## src/rtl/accum_stage.sv

```systemverilog
// ============================================================================
//  Module      : accum_stage
//  Description : Frame accumulator behind the 4-bit ripple adder; sums COUNT
//                samples per frame and presents the total with a sticky
//                overflow flag. Define ACCUM_SATURATE_EN to saturate instead
//                of wrapping.
//  Revision    : 1.0 - initial release
// ============================================================================
`default_nettype none

module accum_stage #(
   parameter int WIDTH     = 5,
   parameter int ACC_WIDTH = 8,
   parameter int COUNT     = 16
) (
   input  logic                 clk,
   input  logic                 rst,
   input  logic                 in_valid,
   output logic                 in_ready,
   input  logic [WIDTH-1:0]     in_data,
   output logic                 out_valid,
   input  logic                 out_ready,
   output logic [ACC_WIDTH-1:0] out_sum,
   output logic                 out_ovf
);

   localparam int                CNT_W    = (COUNT > 1) ? $clog2(COUNT) : 1;
   localparam logic [CNT_W-1:0]  CNT_LAST = CNT_W'(COUNT - 1);
   localparam int                PAD_W    = ACC_WIDTH + 1 - WIDTH;

   typedef enum logic [0:0] {
      ST_ACCUM = 1'b0,
      ST_HOLD  = 1'b1
   } state_t;

   state_t                 state_q, state_d;
   logic [ACC_WIDTH-1:0]   acc_q,   acc_d;
   logic [CNT_W-1:0]       cnt_q,   cnt_d;
   logic                   ovf_q,   ovf_d;

   logic [ACC_WIDTH:0]     sum_w;
   logic                   hs_w;

   // One extra bit on the adder exposes the carry used for the overflow flag.
   assign sum_w = {1'b0, acc_q} + {{PAD_W{1'b0}}, in_data};

   always_comb begin
      state_d   = state_q;
      acc_d     = acc_q;
      cnt_d     = cnt_q;
      ovf_d     = ovf_q;
      in_ready  = 1'b0;
      out_valid = 1'b0;
      out_sum   = '0;
      out_ovf   = 1'b0;
      hs_w      = 1'b0;

      case (state_q)
         ST_ACCUM: begin
            in_ready = ~rst;
            hs_w     = in_valid & ~rst;
            if (hs_w) begin
               ovf_d = ovf_q | sum_w[ACC_WIDTH];
`ifdef ACCUM_SATURATE_EN
               acc_d = sum_w[ACC_WIDTH] ? {ACC_WIDTH{1'b1}} : sum_w[ACC_WIDTH-1:0];
`else
               acc_d = sum_w[ACC_WIDTH-1:0];
`endif
               if (cnt_q == CNT_LAST) begin
                  cnt_d   = '0;
                  state_d = ST_HOLD;
               end else begin
                  cnt_d = cnt_q + CNT_W'(1);
               end
            end
         end

         ST_HOLD: begin
            out_valid = 1'b1;
            out_sum   = acc_q;
            out_ovf   = ovf_q;
            if (out_ready) begin
               state_d = ST_ACCUM;
               acc_d   = '0;
               cnt_d   = '0;
               ovf_d   = 1'b0;
            end
         end

         default: begin
            state_d = ST_ACCUM;
         end
      endcase
   end

   always_ff @(posedge clk) begin
      if (rst) begin
         state_q <= ST_ACCUM;
         acc_q   <= '0;
         cnt_q   <= '0;
         ovf_q   <= 1'b0;
      end else begin
         state_q <= state_d;
         acc_q   <= acc_d;
         cnt_q   <= cnt_d;
         ovf_q   <= ovf_d;
      end
   end

endmodule

`default_nettype wire

```

## config.mk

```make
export PLATFORM = sky130hd
export DESIGN_NAME = accum_stage
export DESIGN_NICKNAME = d
export VERILOG_FILES = /design/src/rtl/accum_stage.sv
export SDC_FILE = /design/constraint.sdc
export NUM_CORES = 1
export LEC_CHECK = 0
export ABC_AREA = 1
export CORE_MARGIN = 1
export CORE_UTILIZATION = 51
export CTS_BUF_LIST = sky130_fd_sc_hd__clkbuf_2
export DETAILED_ROUTE_END_ITERATION = 10
export PLACE_DENSITY = 0.78
export SYNTH_ARGS = -nofsm -noshare
export SYNTH_HDL_FRONTEND = slang
export SYNTH_SLANG_ARGS = --single-unit
```

## constraint.sdc

```tcl
create_clock -name clk -period 1.9 [get_ports clk]
set_input_delay 0.38 -clock clk [delete_from_list [all_inputs] [get_ports clk]]
set_output_delay 0.38 -clock clk [all_outputs]
set_load 0.03 [all_outputs]
```

==> summary.md, run 1 <==
| Metric | Value |
|---|---|
| Layout Cells excl Fill | 181 |
| DIE WIDTH | between 40 and 50 µm |
| Power Total | 575 µW |
| Total GRT Usage | 0.246 |
| Layout Nets | approximately 180 |
| Critical Path End Type | flop |
| Buf+Inv Stages, Crit Path | 1 |
| Comb pwr share | 0.198 |
| Setup TNS | 0 ps |
| Mapped Area | 905 µm² |
| Htree depth | 1 |
| Final-report max-slew violation count | 0 |
| CTS tree | yes |
| F_max | 0.584 GHz |
| Gate Count Post-Synth | 141 |
| Initial DRC count | 32 |
| YS warnings | 0 |
| Slew headroom | 0.785 |
| Post-CTS setup buffers | 0 |
| Required time of the worst setup path | around 2100 ps |
| Share of cells above drive strength 1 | 0.103 |
| Clk buf depth | 2 |
| Die Y | 44.1 µm |
| Arrival time worst endpoint | 1950 ps |
| Placed cells | 178 |
| Root buffer cell | clkbuf_2 |
| Initial antenna violation count | 0 |
| TritonCTS Buffers | 3 |
| Unrepaired setup endpoints after global routing | false |
| Clock slew at reported path FFs | 150 ps |
| Hold Slack | about 470 ps |
| First-pass detailed-route iteration total | 6 |
| Fraction of registers with async set or reset after synthesis | 0 |
| VDD IR max | between 0.3 and 0.4 mV |
| Final wirelength | roughly 2100 µm |
| CP most frequent cell | nand2_1 |
| First-pass GRT wire length | 3570 µm |
| Yosys top cell area share | 0.310 |
| Post-route ant nets | 0 |
| Switching Fraction | 0.311 |
| Synth top cells by count | nand2_1, inv_1, dfxtp_1 |
| # port buffers | 19 |
| Int Power | 396 µW |
| Final setup viols | 0 |
| Most common cell in the netlist | nand2_1 |
| CP Launch Type | input port |
| Area occupied by multi-input gates | 515 µm² |
| Worst path top cell family by delay | adder cells |
| Cell variety after synth | 20 |
| CP peak stage delay | 420 ps |
| Seq/Total Area, Yosys | 0.310 |
| FILL cells | 140 |
| Gpl congestion | 0.824 |
| Number of synthesized flops with an enable pin | 0 |
| Mean routed wirelength per cell | 11.5 µm |
| Vias per cell | 5.22 |
| Core area | 0.00158 mm² |
| Cells along the critical path | clkdlybuf4s50_1 -> ha_1 -> fa_1 -> nand2_1 -> nand2_1 -> nand3_1 -> nand2_1 -> nand2_1 -> nand2_1 -> nor2_1 |
| Synth top area cells | dfxtp_1, nand2_1, inv_1 |
| Initial Utilization | 0.574 |
| Diodes inserted | 0 |
| Leakage | 0.000665 µW |
| Worst-Margin Slew | 323 ps |
| Max-cap violations | 0 |
| Status | completed |
| Synth Area per Inst | 6.42 µm² |
| Dpl hpwl | 1590 µm |
| P_sw | 179 µW |
| Most used DFF post-synth | dfxtp_1 |
| Ports | 20 |
| Area delta synth->final | 26.0% |
| Crit-path max FO | 3 |
| Clock power share | 0.258 |
| Fin. Hold Viols | 0 |
| Clk sinks | 14 |
| Net Count, Synth | between 150 and 200 |
| # rows | 14 |
| Slowest stage cell, crit path | clkdlybuf4s50_1 |
| DRC | 0 |
| CP Class | input port to flop |
| Vias in the first global route | 858 |
| Yosys reg bits | 14 |
| Die area | 0.00195 mm² |
| Fin crit share | 0.902 |
| Area leader, netlist | dfxtp_1 |
| Gr ovfl total | 0 |
| Worst-Skew Late Latency | roughly 290 ps |
| Via Count | 945 |
| Pwr dens | 505 mW/mm² |
| Storage cell area | 280 µm² |
| Part of the power in registers | 0.544 |
| Skew final | approximately 2.3 ps |
| Clock period minus final worst setup slack | 1710 ps |
| Worst Hold Class | flop to flop |
| Largest net degree at the start of global routing | 11 |
[worst paths after layout]
check / endpoint / slack (ps) / startpoint / depth (start not counted)
worst min-delay path: ovf_q / 470 / ovf_q / 2
worst max register to register: acc_q[6] / 360 / acc_q[0] / 9
worst max-delay path: acc_q[6] / 190 / in_data[0] / 10
worst min register to register: ovf_q / 470 / ovf_q / 2
[sequential cells by signal (all words and copies together), names as in the netlist]
signal,cells
cnt_q,4
ovf_q,1
acc_q,8
state_q,1
[routing by layer]
metal	track usage	vias up	wire (µm)
li1	-	486	-
met1	0.314	427	945
met2	0.412	28	1010
met3	0.0367	4	120
met4	0.103	0	14
met5	0	-	0
[kinds of logic after synthesis]
family,share of synthesized area
AOI/OAI and AO/OA,0.109
adders and majority gates,0.105
buffers and inverters,0.120
DFF,0.310
and+or+nand+nor,0.355
[worst min-delay path, cell delays in order (launching register included)]
cell and delay, ps:
dfxtp_1 340, inv_1 50, a21oi_1 50
[what timing repair did]
action | in CTS | in global routing
hold buffers | 0 | 0
pin swaps | 0 | 0
gates resized for setup | 9 | 1
endpoints found under the setup margin | 9 | 1
[metrics by stage]
step	setup WS (ps)	util	instance area (µm²)
floorplan	398	-	905
global placement	-60.0	0.719	1130
detailed placement	-113	0.719	1130
CTS	35.0	0.721	1140
global route	104	0.723	1140
finish	187	0.723	1140
[power groups by stage]
stage,Combinational [µW],Sequential (µW),Clock (µW)
after floorplan,74.5,317,0
after global placement,109,319,0
after detailed placement,112,319,0
after CTS,113,313,146
after global routing,129,315,159
final,114,313,148
[placed cells by master, fill, tap and decap left out, drive strengths merged]
master / count
inv: 26
buf: 5
a21oi: 14
ha: 6
a22oi: 1
dfxtp: 14
or2: 1
clkdlybuf4s50: 8
nor2: 13
fa: 1
nand3: 12
clkbuf: 3
nand4: 1
dlygate4sd2: 9
a211oi: 1
o21ai: 1
dlymetal6s2s: 1
nand2: 48
[area by class of cell]
cell class,count,area share
clock buffers,3,0.0132
multi-input cells,99,0.452
well taps,16,0.0176
flip-flops and latches,14,0.246
repair buffers,23,0.183
inverters,26,0.0878
Power figures use the tool's default switching activity.
==> run 2: changes to the inputs <==
ABC_AREA = not set   (was 1)
CORE_UTILIZATION = 50   (was 51)
PLACE_DENSITY = 0.77   (was 0.78)
==> summary.md, run 2 <==
| Metric | Value |
|---|---|
| Required time of the worst setup path | 2090 ps (was 2140 ps) |
| Most common cell in the netlist | dfxtp_1 (was nand2_1) |
| Gate Count Post-Synth | 96 (was 141) |
| Fin. Hold Viols | 0 (unchanged) |
| Initial Utilization | 0.545 (was 0.574) |
| Status | completed (unchanged) |
| Unrepaired setup endpoints after global routing | false (unchanged) |
| Initial antenna violation count | 0 (unchanged) |
| Setup TNS | 0 ps (unchanged) |
| Dpl hpwl | 1430 µm (was 1590 µm) |
| Yosys top cell area share | 0.333 (was 0.310) |
| Final-report max-slew violation count | 0 (unchanged) |
| Reg2reg setup slack | 270 ps (was 360 ps) |
| DIE WIDTH | 43.0 µm (was 44.1 µm) |
| FILL cells | 130 (was 140) |
| Most used DFF post-synth | dfxtp_1 (unchanged) |
| Largest net degree at the start of global routing | 14 (was 11) |
| First-pass GRT wire length | 3170 µm (was 3570 µm) |
| CP Class | input port to flop (unchanged) |
| Clk buf depth | 2 (unchanged) |
| Via Count | 802 (was 945) |
| Die area | 0.00185 mm² (was 0.00195 mm²) |
| Slew headroom | 0.689 (was 0.785) |
| Mapped Area | 841 µm² (was 905 µm²) |
| Seq/Total Area, Yosys | 0.333 (was 0.310) |
| Synth top area cells | dfxtp_1, ha_1, and2_1 (was dfxtp_1, nand2_1, inv_1) |
| Fin crit share | 0.959 (was 0.902) |
| Vias in the first global route | 758 (was 858) |
| Post-route setup slack | 78.3 ps (was 187 ps) |
| Share of cells above drive strength 1 | 0.169 (was 0.103) |
| Final wirelength | 1880 µm (was 2090 µm) |
| Area leader, netlist | dfxtp_1 (unchanged) |
| Gpl congestion | 0.813 (was 0.824) |
| Vias per cell | 5.73 (was 5.22) |
| Post-route ant nets | 0 (unchanged) |
| Cells along the critical path | clkdlybuf4s50_1 -> ha_1 -> fa_2 -> a21o_1 -> a211oi_1 -> nor3_1 -> a21o_1 (was clkdlybuf4s50_1 -> ha_1 -> fa_1 -> nand2_1 -> nand2_1 -> nand3_1 -> nand2_1 -> nand2_1 -> nand2_1 -> nor2_1) |
| Initial DRC count | 10 (was 32) |
| Clock period minus final worst setup slack | 1820 ps (was 1710 ps) |
| Clock slew at reported path FFs | 150 ps (about the same) |
| Critical Path End Type | flop (unchanged) |
| First-pass detailed-route iteration total | 4 (was 6) |
| Fraction of registers with async set or reset after synthesis | 0 (unchanged) |
| Largest registers | acc_q (8), cnt_q (4) (unchanged) |
| Final setup viols | 0 (unchanged) |
| CP peak stage delay | 420 ps (about the same) |
| Most common cell after layout, fill and taps aside | dfxtp_1 (was nand2_1) |
| VDD IR max | 0.395 mV (was 0.319 mV) |
| Hold-fix buffers, CTS | 0 (unchanged) |
| Net Count, Synth | 112 (was 157) |
| CTS tree | yes (unchanged) |
| Synth Area per Inst | 8.76 µm² (was 6.42 µm²) |
| Layout Nets | 141 (was 183) |
| Setup crit start | in_data[0] (unchanged) |
| Pre-CTS setup slack | -294 ps (was -113 ps) |
| Max reg flops | 8 (unchanged) |
| Cell variety after synth | 33 (was 20) |
| YS warnings | 0 (unchanged) |
| Worst Hold Class | flop to flop (unchanged) |
| CP Launch Type | input port (unchanged) |
| Die Y | 43.0 µm (was 44.1 µm) |
| F_max | 0.549 GHz (was 0.584 GHz) |
| # port buffers | 19 (unchanged) |
| Cells on worst reg2reg path | 6 (was 9) |
| Root buffer cell | clkbuf_2 (unchanged) |
| Pwr dens | 551 mW/mm² (was 505 mW/mm²) |
| Area delta synth->final | 33.0% (was 26.0%) |
| Hold Slack | 471 ps (about the same) |
| Crit path capture | acc_q[4] (was acc_q[6]) |
| # rows | 14 (unchanged) |
| Most flop-heavy register | acc_q (unchanged) |
| Crit-path max FO | 3 (unchanged) |
| Number of synthesized flops with an enable pin | 0 (unchanged) |
| Htree depth | 1 (unchanged) |
| Synth top cells by count | dfxtp_1, and2_1, a21oi_1, nor2_1, ha_1 (was nand2_1, inv_1, dfxtp_1) |
| Max-cap violations | 0 (unchanged) |
| Skew final | 8.43 ps (was 2.29 ps) |
| Mean routed wirelength per cell | 13.5 µm (was 11.5 µm) |
| Worst-Margin Slew | 467 ps (was 323 ps) |
| DRC | 0 (unchanged) |
| Core area | 0.00154 mm² (was 0.00158 mm²) |
| Diodes inserted | 0 (unchanged) |
| CP most frequent cell | a21o_1 (was nand2_1) |
| TritonCTS Buffers | 3 (unchanged) |
| Ports | 20 (unchanged) |
| Terminus of the critical flop-to-flop path | acc_q[4] (was acc_q[6]) |
| Reg2Reg Launch Point | acc_q[0] (unchanged) |
| Clk sinks | 14 (unchanged) |
| Leakage | 0.000524 µW (was 0.000665 µW) |
| Total GRT Usage | 0.225 (was 0.246) |
| Most frequent cells in the layout | dfxtp_1, and2_1, dlygate4sd2_1 (was nand2_1, inv_1, dfxtp_1) |
| Gr ovfl total | 0 (unchanged) |
| Yosys reg bits | 14 (unchanged) |
| Slowest stage cell, crit path | clkdlybuf4s50_1 (unchanged) |
| Arrival time worst endpoint | 2020 ps (was 1950 ps) |
| Worst-Skew Late Latency | 280 ps (was 290 ps) |
| Final core utilization | 0.726 (was 0.723) |
-- run 2: cell types whose count changed after synthesis, sizes merged, moves of 3 or more --
| cell | before | now |
|---|---|---|
| a311oi | 0 | 3 |
| a21oi | 14 | 9 |
| nand3 | 12 | 3 |
| nor2 | 13 | 8 |
| nand2 | 48 | 6 |
| a22oi | 1 | 4 |
| inv | 26 | 5 |
| and2 | 0 | 9 |
| o21ai | 1 | 4 |
-- run 2: routing by layer --
metal	vias up	routed length [µm]	global-route usage	share of wire
met4	0	21	0.0606	0.011
met3	2	90	0.0681	0.048
met2	28	931	0.406	0.49
met5	-	0	0	0
li1	410	-	-	-
met1	362	840	0.254	0.45
-- run 2: final cells by class --
class	instances	area, µm²	area share
Inverter	5	18.8	0.0168
Tap cell	16	20.0	0.0179
Timing Repair Buffer	26	231	0.207
Clock buffer	3	15.0	0.0134
Clock inverter	1	3.75	0.00336
Sequential cell	14	282	0.252
Multi-Input combinational cell	75	548	0.490
-- run 2: kinds of logic (layout without fill, tap and decap cells) --
family / count (synthesis) / after routing / share of synthesized area
flops: 14 / 14 / 0.333
xor+xnor: 2 / 2 / 0.0208
fa+ha+maj: 7 / 7 / 0.113
buf+inv: 7 / 35 / 0.0313
compound gates: 30 / 30 / 0.259
simple gates: 35 / 35 / 0.231
mux: 1 / 1 / 0.0119
-- run 2: critical path, delay by kind of cell --
kind	cells	cell delay, ps
fa+ha+maj	2	610
compound gates	3	550
simple gates	1	70
buf+inv	1	420
-- run 2: how the worst min path moves through the flow --
| stage | startpoint | end | slack (ps) | cells past startpoint |
|---|---|---|---|---|
| finish | ovf_q | ovf_q | 470 | 2 |
| global route | ovf_q | ovf_q | 500 | 2 |
| CTS | ovf_q | ovf_q | 470 | 2 |
| detailed placement | ovf_q | ovf_q | 450 | 2 |
| global placement | ovf_q | ovf_q | 440 | 2 |
| floorplan | ovf_q | ovf_q | 420 | 2 |
-- run 2: what timing repair did --
item | in CTS | in global routing
setup endpoints to repair | 11 | 2
pin swaps | 0 | 0
gates resized for setup | 11 | 3
setup buffers | 0 | 0
-- run 2: through the flow --
stage,cell area (µm²),instances,total power (µW)
CTS,1110,140,615
global route,1120,140,653
finish,1120,140,617
global placement,1090,136,462
floorplan,841,96,410
detailed placement,1090,136,467
-- run 2: power breakdown --
group	leakage (µW)	switching [µW]	internal, µW
Combinational	0.000396	74.7	74.1
Clock	0.0000140	104	45.7
Sequential	0.000114	11.1	307
Total	0.000524	190	427
==> run 3: changes to the inputs <==
GPL_TIMING_DRIVEN = 0   (was not set)
HOLD_SLACK_MARGIN = 0.05   (was not set)
PLACE_DENSITY = 0.9   (was 0.77)
==> summary.md, run 3 (synthesis gave the netlist of run 2 again) <==
| Metric | Value |
|---|---|
| Unrepaired setup endpoints after global routing | true (was false) |
| Worst-Margin Slew | 629 ps (was 467 ps) |
| Storage cell area | 282 µm² (unchanged) |
| Buf+Inv Stages, Crit Path | 3 (was 1) |
| DRC | 0 (unchanged) |
| Final wirelength | 1870 µm (was 1880 µm) |
| Max reg flops | 8 (unchanged) |
| FILL cells | 133 (was 130) |
| VDD IR max | 0.298 mV (was 0.395 mV) |
| Reg2reg setup slack | 140 ps (was 270 ps) |
| Ports | 20 (unchanged) |
| Power Total | 596 µW (was 617 µW) |
| Root buffer cell | clkbuf_2 (unchanged) |
| TritonCTS Buffers | 3 (unchanged) |
| Final setup viols | 0 (unchanged) |
| Slowest stage cell, crit path | clkdlybuf4s50_1 (unchanged) |
| # rows | 14 (unchanged) |
| Cell area after layout | 0.00108 mm² (was 0.00112 mm²) |
| Final core utilization | 0.703 (was 0.726) |
| Most flop-heavy register | acc_q (unchanged) |
| Largest registers | acc_q (8), cnt_q (4) (unchanged) |
| Hold Slack | 453 ps (was 471 ps) |
| Gr ovfl total | 0 (unchanged) |
| Hold Startpoint | ovf_q (unchanged) |
| Vias in the first global route | 780 (was 758) |
| Initial DRC count | 20 (was 10) |
| Total GRT Usage | 0.224 (was 0.225) |
| Status | completed (unchanged) |
| Vias per cell | 5.88 (was 5.73) |
| Clock period minus final worst setup slack | 1850 ps (was 1820 ps) |
| Diodes inserted | 0 (unchanged) |
| Worst Hold Class | flop to flop (unchanged) |
| Clock slew at reported path FFs | 120 ps (was 150 ps) |
| Critical Path End Type | output port (was flop) |
| Cells along the critical path | clkdlybuf4s50_1 -> buf_4 -> nor2_1 -> clkdlybuf4s15_2 (was clkdlybuf4s50_1 -> ha_1 -> fa_2 -> a21o_1 -> a211oi_1 -> nor3_1 -> a21o_1) |
| Setup crit start | rst (was in_data[0]) |
| Die area | 0.00185 mm² (unchanged) |
| First-pass detailed-route iteration total | 4 (unchanged) |
| Cells on worst reg2reg path | 6 (unchanged) |
| Layout Nets | 138 (was 141) |
| Clk buf depth | 2 (unchanged) |
| Initial Utilization | 0.545 (unchanged) |
| Most common cell after layout, fill and taps aside | dfxtp_1 (unchanged) |
| CP Launch Type | input port (unchanged) |
| Terminus of the critical flop-to-flop path | acc_q[6] (was acc_q[4]) |
| Crit-path max FO | 10 (was 3) |
| Hold EP | ovf_q (unchanged) |
| Clk sinks | 14 (unchanged) |
| First-pass GRT wire length | 3150 µm (was 3170 µm) |
| Core area | 0.00154 mm² (unchanged) |
| Leakage | 0.000461 µW (was 0.000524 µW) |
| Required time of the worst setup path | 1520 ps (was 2090 ps) |
| CP Class | input port to output port (was input port to flop) |
| Reg2Reg Launch Point | acc_q[0] (unchanged) |
| Fin crit share | 0.971 (was 0.959) |
| Hold Crit Depth | 2 (unchanged) |
| # port buffers | 19 (unchanged) |
| F_max | 0.542 GHz (was 0.549 GHz) |
| Mean routed wirelength per cell | 13.6 µm (was 13.5 µm) |
| Skew final | 18.8 ps (was 8.43 ps) |
| CTS tree | yes (unchanged) |
| Share of cells above drive strength 1 | 0.207 (was 0.169) |
| Pwr dens | 550 mW/mm² (was 551 mW/mm²) |
| Worst path top cell family by delay | buffers and inverters (was adder cells) |
| Dpl hpwl | 1440 µm (was 1430 µm) |
| Setup TNS | 0 ps (unchanged) |
| Initial antenna violation count | 0 (unchanged) |
| Worst-Skew Late Latency | 280 ps (about the same) |
| Largest net degree at the start of global routing | 11 (was 14) |
| Area post-placement | 0.00105 mm² (was 0.00109 mm²) |
| Gpl congestion | 0.694 (was 0.813) |
| Via Count | 806 (was 802) |
| Area occupied by multi-input gates | 547 µm² (was 548 µm²) |
| Die Y | 43.0 µm (unchanged) |
| CP peak stage delay | 470 ps (was 420 ps) |
| Post-route ant nets | 0 (unchanged) |
| Fin. Hold Viols | 0 (unchanged) |
| Htree depth | 1 (unchanged) |
| Slew headroom | 0.579 (was 0.689) |
| Final-report max-slew violation count | 0 (unchanged) |
| DIE WIDTH | 43.0 µm (unchanged) |
| Critical path depth | 4 (was 7) |
| Max-cap violations | 0 (unchanged) |
| Area delta synth->final | 28.9% (was 33.0%) |
| Most frequent cells in the layout | dfxtp_1, clkbuf_2, and2_1 (was dfxtp_1, and2_1, dlygate4sd2_1) |
| Arrival time worst endpoint | 1470 ps (was 2020 ps) |
## run 3: timing repair
item,in CTS,in global routing
resized for setup,18,20
buffers inserted,0,2
hold buffers,0,0
pin swaps,0,4
endpoints found under the setup margin,12,14
hold endpoints to repair,0,0
## run 3: worst min-delay path: cells and delay by family (launching register included)
kind | cells | cell delay [ps]
and+or+nand+nor | 1 | 50
DFF | 1 | 330
AOI/OAI and AO/OA | 1 | 50
## run 3: worst max path at each step
stage | to | slack (ps)
global placement | in_ready | -430
CTS | in_ready | 4
finish | in_ready | 50
global route | out_sum[0] | -10
detailed placement | in_ready | -470
floorplan | acc_q[4] | 220
## run 3: routing by layer
| metal | vias up | GRT usage | share of wire |
|---|---|---|---|
| met5 | - | 0 | 0 |
| met4 | 0 | 0.0727 | 0.013 |
| met3 | 6 | 0.0426 | 0.052 |
| met2 | 24 | 0.421 | 0.52 |
| met1 | 373 | 0.247 | 0.41 |
| li1 | 403 | - | - |
## run 3: area by class of cell
class | instances | share of cell area
Sequential cell | 14 | 0.260
Tap cell | 16 | 0.0185
Multi-Input combinational cell | 75 | 0.505
Buffer | 2 | 0.0115
Clock buffer | 3 | 0.0139
Clock inverter | 1 | 0.00346
Timing Repair Buffer | 21 | 0.171
Inverter | 5 | 0.0173
## run 3: report_power, final
group          switching (µW)  leakage [µW]  internal, µW  total [µW]
clock                    95.5     0.0000140          45.7         141
sequential               11.7      0.000114           307         319
combinational            71.4      0.000332          64.3         136
## run 3: per-stage QoR
stage                     setup slack [ps]  std cells
after CTS                             4.12        135
final                                 54.8        137
after global routing                 -10.2        137
after detailed placement              -470        131
after floorplan                        220         96
after global placement                -426        131
